===== config.mk =====
export PLATFORM = sky130hd
export DESIGN_NAME = cv_ctrl_port
export DESIGN_NICKNAME = d
export VERILOG_FILES = /design/src/rtl/cv_ctrl_pkg.sv /design/src/rtl/cv_quad_dec.sv /design/src/rtl/cv_ctrl_port.sv
export SDC_FILE = /design/constraint.sdc
export NUM_CORES = 1
export LEC_CHECK = 0
export CAP_MARGIN = 30
export CORE_MARGIN = 2
export CORE_UTILIZATION = 35
export DETAILED_ROUTE_END_ITERATION = 7
export PLACE_DENSITY = 0.59
export SYNTH_ARGS = -nofsm -noshare
export SYNTH_HDL_FRONTEND = slang
export SYNTH_SLANG_ARGS = --single-unit

===== constraint.sdc =====
create_clock -name clk_i -period 3.25 [get_ports clk_i]
set_input_delay 0.8125 -clock clk_i [delete_from_list [all_inputs] [get_ports clk_i]]
set_output_delay 0.8125 -clock clk_i [all_outputs]
set_load 0.01 [all_outputs]

===== src/rtl/cv_ctrl_pkg.sv =====
// rtl/cv_ctrl_pkg.sv - shared mode type, keypad code table and bit positions for cv_ctrl_port
package cv_ctrl_pkg;

  typedef enum logic {
    MODE_KEY = 1'b0,
    MODE_JOY = 1'b1
  } mode_e;

  // Positions within one port's joystick input vector {fire_l, left, down, right, up}
  localparam int JIN_UP    = 0;
  localparam int JIN_RIGHT = 1;
  localparam int JIN_DOWN  = 2;
  localparam int JIN_LEFT  = 3;
  localparam int JIN_FIRE  = 4;

  // Positions within the JOY-format read byte
  localparam int JOY_UP    = 0;
  localparam int JOY_RIGHT = 1;
  localparam int JOY_DOWN  = 2;
  localparam int JOY_LEFT  = 3;
  localparam int JOY_SPIN  = 4;
  localparam int JOY_FIRE  = 6;

  // Key vector per port: bits 9..0 = digits, 10 = '*', 11 = '#', 12 = fire_r
  localparam int KEY_FIRE  = 12;
  localparam int KEY_NONE  = 12;

  localparam logic [3:0] KEY_CODE [0:12] = '{
    4'hA, 4'hD, 4'h7, 4'hC, 4'h2, 4'h3, 4'hE, 4'h5, 4'h1, 4'hB,
    4'h9, 4'h6, 4'hF
  };

  // Lowest pressed key index wins; no key gives the idle code.
  function automatic logic [3:0] key_encode(input logic [11:0] keys);
    logic [3:0] code;
    code = KEY_CODE[KEY_NONE];
    for (int i = 11; i >= 0; i--) begin
      if (keys[i]) code = KEY_CODE[i];
    end
    return code;
  endfunction

endpackage


===== src/rtl/cv_quad_dec.sv =====
// rtl/cv_quad_dec.sv - single-port quadrature decoder on pre-synchronized A/B inputs
// Only instantiated when CV_SPINNER_EN is defined.
module cv_quad_dec (
  input  logic clk_i,
  input  logic rst_i,
  input  logic a_i,
  input  logic b_i,
  output logic step_o,
  output logic dir_o
);

  logic [1:0] ab_q;
  logic       dir_q, dir_d;
  logic       a_chg, b_chg, cw;

  assign a_chg  = a_i ^ ab_q[1];
  assign b_chg  = b_i ^ ab_q[0];
  // A double transition changes both bits and is not a valid Gray step.
  assign step_o = a_chg ^ b_chg;
  // Clockwise (A leads B): 00 -> 10 -> 11 -> 01 -> 00
  assign cw     = a_chg ? (a_i ^ ab_q[0]) : ~(b_i ^ ab_q[1]);
  assign dir_o  = dir_q;

  always_comb begin
    dir_d = dir_q;
    if (step_o) dir_d = cw;
  end

  always_ff @(posedge clk_i or posedge rst_i) begin
    if (rst_i) begin
      ab_q  <= 2'b00;
      dir_q <= 1'b1;
    end else begin
      ab_q  <= {a_i, b_i};
      dir_q <= dir_d;
    end
  end

endmodule


===== src/rtl/cv_ctrl_port.sv =====
// rtl/cv_ctrl_port.sv - dual controller port: mode register, keypad/joystick encode, read latch
// Define CV_SPINNER_EN to add per-port quadrature decoding and the int_n_o interrupt.
module cv_ctrl_port (
  input  logic        clk_i,
  input  logic        reset_i,
  input  logic        ctrl_en_key_n_i,
  input  logic        ctrl_en_joy_n_i,
  input  logic        ctrl_r_n_i,
  input  logic        port_sel_i,
  input  logic [9:0]  joy_i,
  input  logic [25:0] key_i,
  input  logic [1:0]  spin_a_i,
  input  logic [1:0]  spin_b_i,
  output logic [7:0]  d_o,
  output logic        int_n_o
);

  import cv_ctrl_pkg::*;

  logic [9:0]  joy_s1_q, joy_s2_q;
  logic [25:0] key_s1_q, key_s2_q;

  always_ff @(posedge clk_i or posedge reset_i) begin
    if (reset_i) begin
      joy_s1_q <= '0;
      joy_s2_q <= '0;
      key_s1_q <= '0;
      key_s2_q <= '0;
    end else begin
      joy_s1_q <= joy_i;
      joy_s2_q <= joy_s1_q;
      key_s1_q <= key_i;
      key_s2_q <= key_s1_q;
    end
  end

  // Previous strobe levels reset low so a strobe already held low at reset
  // release is not seen as a falling edge.
  logic joy_n_q, key_n_q, rd_n_q;
  logic joy_fall, key_fall, rd_fall;

  assign joy_fall = joy_n_q & ~ctrl_en_joy_n_i;
  assign key_fall = key_n_q & ~ctrl_en_key_n_i;
  assign rd_fall  = rd_n_q  & ~ctrl_r_n_i;

  always_ff @(posedge clk_i or posedge reset_i) begin
    if (reset_i) begin
      joy_n_q <= 1'b0;
      key_n_q <= 1'b0;
      rd_n_q  <= 1'b0;
    end else begin
      joy_n_q <= ctrl_en_joy_n_i;
      key_n_q <= ctrl_en_key_n_i;
      rd_n_q  <= ctrl_r_n_i;
    end
  end

  mode_e mode_q, mode_d;

  always_comb begin
    mode_d = mode_q;
    if (key_fall) mode_d = MODE_KEY;
    if (joy_fall) mode_d = MODE_JOY;
  end

  always_ff @(posedge clk_i or posedge reset_i) begin
    if (reset_i) mode_q <= MODE_KEY;
    else         mode_q <= mode_d;
  end

  logic [4:0]  sel_joy;
  logic [12:0] sel_key;
  logic        sel_dir;
  logic [3:0]  key_code;
  logic [7:0]  joy_val, key_val;

  assign sel_joy  = port_sel_i ? joy_s2_q[9:5]   : joy_s2_q[4:0];
  assign sel_key  = port_sel_i ? key_s2_q[25:13] : key_s2_q[12:0];
  assign key_code = key_encode(sel_key[11:0]);

  always_comb begin
    joy_val           = 8'hFF;
    joy_val[JOY_UP]    = ~sel_joy[JIN_UP];
    joy_val[JOY_RIGHT] = ~sel_joy[JIN_RIGHT];
    joy_val[JOY_DOWN]  = ~sel_joy[JIN_DOWN];
    joy_val[JOY_LEFT]  = ~sel_joy[JIN_LEFT];
    joy_val[JOY_SPIN]  = sel_dir;
    joy_val[JOY_FIRE]  = ~sel_joy[JIN_FIRE];
  end

  always_comb begin
    key_val           = 8'hFF;
    key_val[3:0]      = key_code;
    key_val[JOY_FIRE] = ~sel_key[KEY_FIRE];
  end

  logic [7:0] d_q, d_d;

  always_comb begin
    d_d = d_q;
    if (rd_fall) d_d = (mode_q == MODE_JOY) ? joy_val : key_val;
  end

  always_ff @(posedge clk_i or posedge reset_i) begin
    if (reset_i) d_q <= 8'hFF;
    else         d_q <= d_d;
  end

  assign d_o = d_q;

`ifdef CV_SPINNER_EN
  logic [1:0] spa_s1_q, spa_s2_q, spb_s1_q, spb_s2_q;
  logic [1:0] step, dir;
  logic [1:0] pend_q, pend_d;

  always_ff @(posedge clk_i or posedge reset_i) begin
    if (reset_i) begin
      spa_s1_q <= '0;
      spa_s2_q <= '0;
      spb_s1_q <= '0;
      spb_s2_q <= '0;
    end else begin
      spa_s1_q <= spin_a_i;
      spa_s2_q <= spa_s1_q;
      spb_s1_q <= spin_b_i;
      spb_s2_q <= spb_s1_q;
    end
  end

  for (genvar p = 0; p < 2; p++) begin : g_quad
    cv_quad_dec u_quad (
      .clk_i  (clk_i),
      .rst_i  (reset_i),
      .a_i    (spa_s2_q[p]),
      .b_i    (spb_s2_q[p]),
      .step_o (step[p]),
      .dir_o  (dir[p])
    );
  end

  // A step arriving with the clearing read wins so no movement is lost.
  always_comb begin
    pend_d = pend_q;
    if (rd_fall) pend_d[port_sel_i] = 1'b0;
    pend_d = pend_d | step;
  end

  always_ff @(posedge clk_i or posedge reset_i) begin
    if (reset_i) pend_q <= 2'b00;
    else         pend_q <= pend_d;
  end

  assign sel_dir = port_sel_i ? dir[1] : dir[0];
  assign int_n_o = ~|pend_q;
`else
  logic unused_spin;
  assign unused_spin = ^{spin_a_i, spin_b_i};
  assign sel_dir     = 1'b1;
  assign int_n_o     = 1'b1;
`endif

endmodule


# [Word-level counts from Yosys, hierarchy flattened]
# Index checks and enable logic that the tools add are counted.
# W data, S select, Z words.
[totals] output_inout_bits=9 register_bits=84 elab_cells=39 in_bits=46
[classes] reduce_logical=1 n_bitwise=12 muxes=17
[ops] operator="$mux W4" n=12
[ops] operator="$mux W13" n=1
[ops] operator="$not A1 Y1" n=9
[ops] operator="$mux W7" n=1
[ops] operator="$mux W5" n=1
[ops] operator="$and A1 B1 Y1" n=3
[ops] operator="$mux W1" n=2
[ops] operator="$reduce_bool A2 Y1" n=1

# [Longest topological paths before layout]
[logic_depth] depth_word=14 depth_mapped=6 depth_no_buf=4

# [Least setup slack after synthesis]
# Ideal clock, no wire load.
[synth_timing] path_kind="input port to flip-flop" startpoint="input port_sel_i" endpoint="register d_q[2], in the netlist d_o[2]" t_arrival_ns=2.025 stages=4 setup_slack_ns=1.143 cell_sequence="mux2_4 -> or3_4 -> or4_1 -> o211ai_1"
[synth_via] elab_chain_cells=13
[synth_rtl] element="from (decl)" line_no="cv_ctrl_port.sv:9" text="input logic port_sel_i,"
[synth_rtl] element="$mux W13" line_no="cv_ctrl_port.sv:78" text="assign sel_key = port_sel_i ? key_s2_q[25:13] : key_s2_q[12:0];"
[synth_rtl] element="$mux W4 (11 in a row)" line_no="cv_ctrl_pkg.sv:38" text="if (keys[i]) code = KEY_CODE[i];"
[synth_rtl] element="$mux W7 (*)" line_no="cv_ctrl_port.sv:101" text="if (rd_fall) d_d = (mode_q == MODE_JOY) ? joy_val : key_val;"
[synth_rtl] element="to (signal assigned)" line_no="cv_ctrl_port.sv:105" text="if (reset_i) d_q <= 8'hFF;"
[synth_rtl] element="to (signal assigned)" line_no="cv_ctrl_port.sv:106" text="else d_q <= d_d;"
[synth_rtl] element="to (decl)" line_no="cv_ctrl_port.sv:97" text="logic [7:0] d_q, d_d;"
# Every way passes the cells marked *; elsewhere a longest branch is shown, timed or not.
# A chain may end at the register's enable or synchronous reset.

# [Worst setup path after layout]
[layout_timing] startpoint="input port_sel_i" endpoint="register d_q[1], in the netlist d_o[1]"
# Same word-level chain as after synthesis.

==> results.txt <==
Timing would allow up to approximately 420 MHz. The via count of the first global-routing pass came out at between 1k and 1.5k. The sequential power share is a little over half. The cell count of the worst reg-to-reg path came out at 4.

The fraction of final layout cells sized beyond drive strength 1 came out at between 10% and 20%. The total area inside the core boundary comes to ~7200 µm². The switching share of power is 21.0%. The headroom to the max-slew limit is roughly three fifths. Once placement finished, the instance area stood at ~3100 µm².

Summed over all nets, the half-perimeter wirelength after detailed placement is approximately 2700 µm. The initial antenna violation count was 0. The number of input and output port buffers inserted came out at 46. In the routed design, unresolved DRC markers number 0.

The effective utilization at floorplan is between 30 and 40%. The count of buffers added by post-CTS timing repair for setup came out at 0. The average routed wire per standard cell is roughly 12 µm.

The largest vdd supply drop is about 280 µV. The placed cell count is roughly 310. The mean post-synth cell area came out at 15.9 µm².

The sequential share of the synthesized area is between 70% and 80%. The repair_antennas step left the layout with diodes totalling 0. The mapped netlist covers 2570 µm².

The min-delay analysis places its worst path in the category register to register. The hold violation count in the final report came out at 0. The last weighted congestion value of the routability-driven placer came out at slightly below 0.8. The area of all placed cells without fillers is about 3400 µm². Yosys mapped a number of flops with a built-in enable equal to 0. In this run the register-to-register setup slack is ~1.5 ns. STA classifies the critical path endpoint as a register. Post-CTS repair changed the size of 0 cells. The number of pins exceeding their max-slew limit in the final report is 0. The latest clock arrival within the worst-skew pair is 0.35 ns. The number of distinct library cells after synthesis is 38. The power density relative to cell area came out at approximately 600 nW/µm². The number of warnings issued by yosys came out at 0. The largest fanout on the critical path came out at 30. Setup repair after global routing left no endpoint under its margin. The count of boundary I/O pins came out at 55. The H-tree level count came out at 3. Of the total power, the clock network draws between 30% and 40%. The total internal power is around 0.0016 W. The run finished with clean final reports. The clock-pin slew on the worst setup and hold paths came out at approximately 0.070 ns. The global-route wire length before repair came out at 6530 µm. In the post-synthesis netlist, the biggest area contributors are dfrtp_1 (74%), dfstp_2 (5.1%), mux2i_1 (1.6%). In this run the most critical hold path is launched from key_s1_q[21]. The aggregate global routing overflow came out at 0.

TritonCTS built the clock tree. The count of TritonRoute iterations in the first routing pass is 4. The worst register-to-register path ends at d_o[2]. The number of nets with antenna violations after detailed routing is 0. The kind of start point of the critical path is an input port. The post-route non-filler standard cell count came out at approximately 320. The instance count of the mapped netlist is 162. The biggest area contributor in the post-synthesis netlist is dfrtp_1. The final number of setup-violating endpoints came out at 0.

The root buffer cell chosen for the clock tree is clkbuf_8. The most used flip-flop cell after synthesis is dfrtp_1. The share of the synthesized area in the top cell type is 74.0%. The worst hold path terminates at key_s2_q[21]. The static leakage is 1.41 nW. The total vias in the final route came out at roughly 1.4k. The startpoint of the worst-slack reg-to-reg timing path is key_s2_q[0]. Buffers inserted during clock tree synthesis total 9.

Synthesis inferred 81 register bits. The total routing resource utilization after global routing came out at a little under an eighth. The async set-reset flop share out of synthesis came out at 100%. The setup TNS is 0 ns. The floorplan step defined a die boundary enclosing 8040 µm². The data required time of the worst path is between 3 and 4 ns. The analysis attributes to net switching a power of 0.000423 W.

The top cell types in the final layout, fill and taps aside, are dfrtp_1 (76), clkdlybuf4s50_1 (46), clkbuf_8 (12). The sink count of the clock tree came out at between 80 and 90. Measured along the x axis, the die boundary spans 89.7 µm. The total power after layout came out at about 0.0020 W. The share of the clock period used by the worst path after layout came out at between 70 and 80%. The vertical die dimension came out at about 90 µm.

The number of hold buffers added after cts came out at 0. The maximum number of pins on one net before global-route repair came out at 68. The max-capacitance violation count came out at 0. The detailed-route vias per instance is roughly 4.4. The count of filler cells inserted in the layout is ~650. The share of total power in combinational logic came out at under 10%. The transition time at the pin with the least slew margin came out at about 0.57 ns.

The worst hold path cell count is 0. The final setup skew came out at slightly above 0.006 ns. The most common library cell in the layout ignoring fill and taps is dfrtp_1. The critical path is of the input port to register type. The placement row count is 31.

The signal arrival time at the worst endpoint came out at between 2 and 3 ns. The final layout contains routed wiring with a total length of a little under 4000 µm. The longest clock path from root to sink contains 2 buffers. The clock period could shrink to around 2.4 ns.

The area added between synthesis and finish came out at 30.9%. The final layout net count came out at 263. The first routing iteration left 93 violations.
layer usage:
metal | GRT usage [%] | up-vias | share of wire (%)
li1 | - | 670 | -
met1 | 14.4 | 690 | 42
met2 | 16.7 | 51 | 48
met3 | 5.21 | 9 | 7.7
met4 | 6.11 | 0 | 2.5
met5 | 0 | - | 0
worst max-delay path, cell delays in order:
cell and delay [ns]:
clkdlybuf4s50_1 0.51, buf_4 0.34, nand2b_1 0.13, o32a_1 0.16, a2111oi_0 0.55, nor3_1 0.13
cell families (layout without fill, tap and decap cells):
logic type | count (synthesis) | after routing | synth area share [%]
compound gates | 27 | 27 | 7.16
other cells | 1 | 4 | 0.146
simple gates | 35 | 35 | 7.84
flops | 81 | 81 | 79.1
mux | 7 | 7 | 3.46
buf+inv | 11 | 68 | 2.29
per-stage QoR:
step / setup WS [ns] / utilization, % / hold WS (ns)
after global routing: 0.764 / 46.9 / 0.358
after global placement: 0.521 / 43.9 / 0.334
after CTS: 0.870 / 46.9 / 0.353
after floorplan: 0.366 / - / 0.331
after detailed placement: 0.513 / 43.9 / 0.335
final: 0.856 / 46.9 / 0.349
sequential cells by signal, indices dropped and copies added, names as in the netlist:
name      count
key_n_q       1
key_s2_q     26
d_o           5
mode_q        1
rd_n_q        1
joy_n_q       1
joy_s2_q     10
key_s1_q     26
joy_s1_q     10
synthesized netlist by cell type (2+ instances only):
cell type  count
a21oi_1        5
mux2i_1        4
nor2b_1        4
buf_4          4
nor4b_1        3
nor3_1         8
o22ai_1        2
nand2_1        2
nor2_1         8
dfstp_2        5
inv_1          4
o32a_1         2
o21ai_1        2
nor4_1         3
dfrtp_1       76
buf_2          2
nand2b_1       3
o21ai_0        5
cell type report:
class	instances	area, µm²	area share (%)
clock buffers	12	165	4.91
clock inverters	4	50.0	1.49
inverters	4	15.0	0.446
multi-input cells	73	489	14.5
flip-flops and latches	81	2030	60.4
well taps	99	124	3.68
repair buffers	48	488	14.5
power groups by stage:
stage	sequential [W]	combinational, W	clock [W]
3_5_place_dp	0.00112	0.000167	0
6_report	0.00110	0.000164	0.000743
5_1_grt	0.00111	0.000182	0.000817
3_3_place_gp	0.00112	0.000166	0
2_1_floorplan	0.00112	0.0000732	0
4_1_cts	0.00110	0.000168	0.000772
how the worst max path moves through the flow:
stage / from / endpoint / slack, ns / cells past startpoint
global route: port_sel_i / d_o[1] / 0.76 / 6
finish: port_sel_i / d_o[1] / 0.86 / 6
global placement: port_sel_i / d_o[1] / 0.52 / 6
CTS: port_sel_i / d_o[1] / 0.87 / 6
detailed placement: port_sel_i / d_o[1] / 0.51 / 6
floorplan: reset_i / joy_n_q / 0.37 / 1
Note: power is estimated with default switching activity, not from simulation.
